### config.mk
export PLATFORM = sky130hd
export DESIGN_NAME = fsm_state_monitor
export DESIGN_NICKNAME = d
export VERILOG_FILES = /design/src/rtl/fsm_state_monitor.sv
export SDC_FILE = /design/constraint.sdc
export NUM_CORES = 1
export LEC_CHECK = 0
export CORE_UTILIZATION = 36
export CTS_BUF_LIST = sky130_fd_sc_hd__clkbuf_16
export CTS_CLUSTER_SIZE = 16
export DETAILED_ROUTE_END_ITERATION = 12
export HOLD_SLACK_MARGIN = 0.08
export PLACE_DENSITY = 0.58
export SYNTH_ARGS = -nofsm -noshare
export SYNTH_HDL_FRONTEND = slang
export SYNTH_SLANG_ARGS = --single-unit
export TNS_END_PERCENT = 1
### constraint.sdc
create_clock -name clk -period 4.75 [get_ports clk]
set_input_delay 0.475 -clock clk [delete_from_list [all_inputs] [get_ports clk]]
set_output_delay 0.475 -clock clk [all_outputs]
set_load 0.03 [all_outputs]
### src/rtl/fsm_state_monitor.sv
// Passive observer of the sequencer state code: reports each change as a registered event,
// flags transitions outside the IDLE->S1->S2->IDLE ring and counts completed loops.
module fsm_state_monitor #(
  parameter int unsigned DW        = 8,
  parameter logic [3:0]  IDLE_CODE = 4'd0,
  parameter logic [3:0]  S1_CODE   = 4'd1,
  parameter logic [3:0]  S2_CODE   = 4'd2
) (
  input  logic          clk,
  input  logic          rst_n,
  input  logic [3:0]    state_in,
  output logic          evt_vld,
  output logic [3:0]    evt_from,
  output logic [3:0]    evt_to,
  output logic [DW-1:0] evt_dwell,
  output logic          illegal,
  output logic [7:0]    loop_cnt
);

  localparam logic [DW-1:0] DwellMax = '1;
  localparam logic [DW-1:0] DwellOne = DW'(1);

  logic [3:0]    cur_q;
  logic [DW-1:0] dwell_q, dwell_d;
  logic          evt_vld_q;
  logic [3:0]    evt_from_q, evt_to_q;
  logic [DW-1:0] evt_dwell_q;
  logic          illegal_q;
  logic [7:0]    loop_cnt_q;

  logic change;
  logic legal;
  logic loop_done;

  always_comb begin
    change    = (state_in != cur_q);
    legal     = ((cur_q == IDLE_CODE) && (state_in == S1_CODE)) ||
                ((cur_q == S1_CODE)   && (state_in == S2_CODE)) ||
                ((cur_q == S2_CODE)   && (state_in == IDLE_CODE));
    loop_done = change && (cur_q == S2_CODE) && (state_in == IDLE_CODE);
    // Saturate rather than wrap so a long hold never reports a misleadingly short dwell.
    if (change) begin
      dwell_d = DwellOne;
    end else if (dwell_q == DwellMax) begin
      dwell_d = dwell_q;
    end else begin
      dwell_d = dwell_q + DwellOne;
    end
  end

  always_ff @(posedge clk or negedge rst_n) begin
    if (!rst_n) begin
      cur_q       <= IDLE_CODE;
      dwell_q     <= '0;
      evt_vld_q   <= 1'b0;
      evt_from_q  <= 4'd0;
      evt_to_q    <= 4'd0;
      evt_dwell_q <= '0;
      illegal_q   <= 1'b0;
      loop_cnt_q  <= 8'd0;
    end else begin
      cur_q     <= state_in;
      dwell_q   <= dwell_d;
      evt_vld_q <= change;
      if (change) begin
        evt_from_q  <= cur_q;
        evt_to_q    <= state_in;
        evt_dwell_q <= dwell_q;
        if (!legal) begin
          illegal_q <= 1'b1;
        end
      end
      if (loop_done) begin
        loop_cnt_q <= loop_cnt_q + 8'd1;
      end
    end
  end

  assign evt_vld   = evt_vld_q;
  assign evt_from  = evt_from_q;
  assign evt_to    = evt_to_q;
  assign evt_dwell = evt_dwell_q;
  assign illegal   = illegal_q;
  assign loop_cnt  = loop_cnt_q;

endmodule
* Yosys cells after proc, flatten, opt, wreduce, memory -nomap -nowiden
Index checks and enable logic that the tools add are counted.
Word-level totals: register bits 38, latch bits 0, memory bits (writable) 0, bits in read-only memories 0, bits of input ports 6, memories 0
Operators by class: add/subtract/negate cells 2, $mul 0, divide/modulo/power cells 0, $lt $le $gt $ge 0, eq/ne operators 7, shifts and indexed selects 0, muxes and demuxes 2, bitwise operators 1, reduce and logical (&&, ||, !) cells 10
Operators with widths (number):
- $add 8x1->8 const B | 2
- $mux 8 | 2
- $eq 4x1->1 const B | 2
- $eq 4x2->1 const B | 2
- $eq 8x8->1 const B | 1
- $logic_not 4->1 | 2
- $logic_and 1x1->1 | 5
- $ne 4x4->1 | 1
- $logic_or 1x1->1 | 2
- $ne 2x2->1 const B | 1
- $reduce_and 2->1 | 1
- $not 1->1 | 1

* Logic depth before layout (Yosys ltp)
depth after elaboration 6, depth in mapped cells 5, gate-level depth less buffers 4

* Worst setup path after synthesis
OpenSTA, ideal clock, no wires.
path type input port to flip-flop, start point in state_in[0], end point reg loop_cnt_q[1], in the netlist loop_cnt[1], setup time 125 ps, data arrival time 1402 ps, setup slack 3223 ps, stages on the path 3, cells stage by stage nor4b_2 -> nand2_2 -> mux2_4
On the way: word-level cells in the longest chain between the ends 3, elaborated cells on any way between the ends 4
RTL lines:
- from (decl) | RTL line 11 | input logic [3:0] state_in,
- $ne 4x4->1 | RTL line 36 | change = (state_in != cur_q);
- $logic_and 1x1->1 | RTL line 40 | loop_done = change && (cur_q == S2_CODE) && (state_in == IDLE_CODE);
- $logic_and 1x1->1 * | RTL line 40
- to (signal assigned) | RTL line 74 | loop_cnt_q <= loop_cnt_q + 8'd1;
- to (decl) | RTL line 29 | logic [7:0] loop_cnt_q;
Every way passes the cells marked *; elsewhere a longest branch is shown, timed or not. A chain may end at the register's enable or synchronous reset.

* Worst setup path after layout
Ends and elaborated chain as after synthesis.

==> flow_metrics.env <==
export IMPL_clock_fmax_mhz=506
export IMPL_grt_ovfl_total=0
export IMPL_seq_area_frac_synth_pct=55.6
export IMPL_cts_tree="built"
export IMPL_final_common_cell="dfrtp_1"
export IMPL_wl_um=3050
export IMPL_critPathKind="primary input to flop"
export IMPL_startpoint_type="primary input"
export IMPL_antennaDiodeCount=0
export IMPL_die_area_um2=5030
export IMPL_p_int_mw=0.670
export IMPL_synth_nets=136
export IMPL_dp_hpwl_um=2130
export IMPL_status="finished, final reports clean"
export IMPL_vias=1125
export IMPL_area_growth_pct=30.9
export IMPL_synth_warnings=0
export IMPL_grt_usage_pct=14.1
export IMPL_wl_met2_um=1440
export IMPL_muxShareOfSynthArea_pct=13.4
export IMPL_maxSlewHeadroom_pct=44.6
export IMPL_p_comb_share_pct=8.7
export IMPL_synth_area_leaders="dfrtp_1 56%, mux2_4 8.8%, xnor2_1 5.6%"
export IMPL_row_count=24
export IMPL_fin_util_pct=50.3
export IMPL_required_ns=4.91
export IMPL_pre_cts_ws_ns=2.45
export IMPL_nets=170
export IMPL_place_area_um2=2040
export IMPL_clkPwrFrac_pct=50.5
export IMPL_met1Wirelength_um=1440
export IMPL_netlist_instances=128
export IMPL_path_buf_inv=1
export IMPL_synth_compound_area_share_pct=5.27
export IMPL_io_buffers=31
export IMPL_yosys_area_share_simple_pct=15.1
export IMPL_dr_first_iter_drc_count=66
export IMPL_seqCellArea_um2=951
export IMPL_top_layer="met4"
export IMPL_synth_cell_type_count=34
export IMPL_synth_edf_count=0
export IMPL_grt_pass1_wl_um=5380
export IMPL_tightest_slew_ns=0.831
export IMPL_synth_top_area_share_pct=55.6
export IMPL_cpMaxStageDelayCell="nor4b_2"
export IMPL_rr_endpoint="loop_cnt[1]$_DFFE_PN0P_"
export IMPL_whs_ns=0.293
export IMPL_r2r_cells=3
export IMPL_period_share_pct=41.6
export IMPL_multiInputGateArea_um2=707
export IMPL_antenna_found_initial=0
export IMPL_finalCriticalPeriod_ns=1.98
export IMPL_cts_root_buffer="clkbuf_16"
export IMPL_synth_area_per_cell_um2=13.4
export IMPL_hold_violations=0
export IMPL_remaining_drc_errors=0
export IMPL_fill_cells=388
export IMPL_p_sw_share_pct=20.8
export IMPL_syn_area_um2=1710
export IMPL_crit_fanout=7
export IMPL_grt_pass1_vias=1125
export IMPL_switching_power_mw=0.176
export IMPL_cts_htree_levels=2
export IMPL_tns_ns=0
export IMPL_power_frac_seq_pct=40.7
export IMPL_path_depth=4
export IMPL_power_leakage_nw=0.927
export IMPL_r2r_start="cur_q[0]$_DFF_PN0_"
export IMPL_core_um2=4440
export IMPL_cp_end_kind="flop"
export IMPL_fin_area_um2=2240
export IMPL_viasPerCell=5.23
export IMPL_drive_gt1_share_pct=19.0
export IMPL_ant_nets=0
export IMPL_rsz0062_at_grt="false"
export IMPL_setup_viol=0
export IMPL_path_delay_family="simple AND/OR/NAND/NOR gates"
export IMPL_clkSlewWorstSetupHoldPaths_ns=0.06
export IMPL_dr_pass1_iters=5
export IMPL_r2r_slack_ns=3.05
export IMPL_grt_max_degree=39
export IMPL_io_pins=32
export IMPL_power_density_nw_per_um2=378
export IMPL_worst_endpoint_arrival_ns=2.14
export IMPL_synth_seq_cells=38
export IMPL_ys_flop_type="dfrtp_1"
export IMPL_gp_congestion=0.810
export IMPL_path_cells="clkdlybuf4s50_1, nor4b_2, nand2_2, mux2_4"
export IMPL_synth_top_family_by_area="simple AND/OR/NAND/NOR gates"
export IMPL_async_flop_share_pct=100
export IMPL_yosysTopAreaCell="dfrtp_1"
export IMPL_final_max_slew_viol_count=0
export IMPL_peakVddDrop_mv=0.170
export IMPL_clk_latency_ns=0.28
export IMPL_layout_setup_ws_ns=2.77
export IMPL_layout_common_cells="38 x dfrtp_1, 30 x clkdlybuf4s50_1, 11 x xnor2_1"
export IMPL_dr_wl_met3_um=122
export IMPL_cts_resized=0
export IMPL_numCtsBuffers=5
export IMPL_crit_path_max_incr_delay_ns=0.67
export IMPL_start_util_pct=38.5
export IMPL_finClkSkew_ns=0.00547
export IMPL_wl_per_cell_um=14.2
export IMPL_fp_dieH_um=70.9
export IMPL_synth_xor_area_share_pct=6.15
export IMPL_cts_sinks=38
export IMPL_synth_fa_ha_area_share_pct=1.46
export IMPL_hold_path_class="primary input to async pin"
export IMPL_clockBufferDepth=2
export IMPL_cts_hold_buffers=0
export IMPL_die_w_um=70.9
export IMPL_post_cts_setup_buffers=0
export IMPL_max_cap_violations=0
power groups by stage:
| stage | Combinational (mW) | Sequential [mW] | Clock, mW |
|---|---|---|---|
| floorplan | 0.0266 | 0.366 | 0 |
| global placement | 0.0743 | 0.350 | 0 |
| detailed placement | 0.0750 | 0.350 | 0 |
| CTS | 0.0753 | 0.345 | 0.435 |
| global route | 0.0797 | 0.346 | 0.452 |
| finish | 0.0740 | 0.344 | 0.427 |
sequential cells by signal (all words and copies together) (netlist names):
name and flops:
evt_to 4, evt_from 4, illegal 1, evt_dwell 8
loop_cnt 8, evt_vld 1, cur_q 4, dwell_q 8
synth_stat cells (2+ instances only):
cell type / n
mux2_4: 10
mux2_2: 7
nor3_1: 5
nand3_1: 6
xnor2_1: 11
a21oi_1: 7
a211oi_1: 3
and3_1: 4
dfrtp_1: 38
o21ai_0: 2
and4_1: 5
nor2_1: 2
nand4_1: 6
ha_1: 2
cells by family after synthesis:
kind of cell | Yosys count
simple gates | 37
mux | 17
fa+ha+maj | 2
buf+inv | 7
xor+xnor | 12
flops | 38
compound gates | 15
layout make-up:
| class | count | area share (%) |
|---|---|---|
| flip-flops and latches | 38 | 42.5 |
| multi-input cells | 83 | 31.6 |
| repair buffers | 32 | 14.0 |
| clock buffers | 5 | 5.59 |
| clock inverters | 3 | 3.08 |
| well taps | 52 | 2.91 |
| inverters | 2 | 0.336 |
per-layer routing:
layer	GRT usage (%)	vias up
met4	5.33	0
met3	4.84	6
met5	0	-
met1	18.9	560
li1	-	535
met2	21.2	24
worst max-delay path by stage:
| stage | slack, ns | endpoint | from |
|---|---|---|---|
| 3_5_place_dp | 2.45 | loop_cnt[1]$_DFFE_PN0P_ | state_in[0] |
| 2_1_floorplan | 3.22 | loop_cnt[1]$_DFFE_PN0P_ | state_in[0] |
| 3_3_place_gp | 2.46 | loop_cnt[1]$_DFFE_PN0P_ | state_in[0] |
| 4_1_cts | 2.74 | loop_cnt[1]$_DFFE_PN0P_ | state_in[0] |
| 6_report | 2.77 | loop_cnt[1]$_DFFE_PN0P_ | state_in[0] |
| 5_1_grt | 2.62 | loop_cnt[1]$_DFFE_PN0P_ | state_in[0] |
through the flow:
| step | power (mW) | cells |
|---|---|---|
| 5_1_grt | 0.878 | 215 |
| 4_1_cts | 0.855 | 215 |
| 2_1_floorplan | 0.392 | 128 |
| 3_3_place_gp | 0.424 | 207 |
| 6_report | 0.845 | 215 |
| 3_5_place_dp | 0.425 | 207 |
No activity file was read; power rests on OpenSTA's default activity.
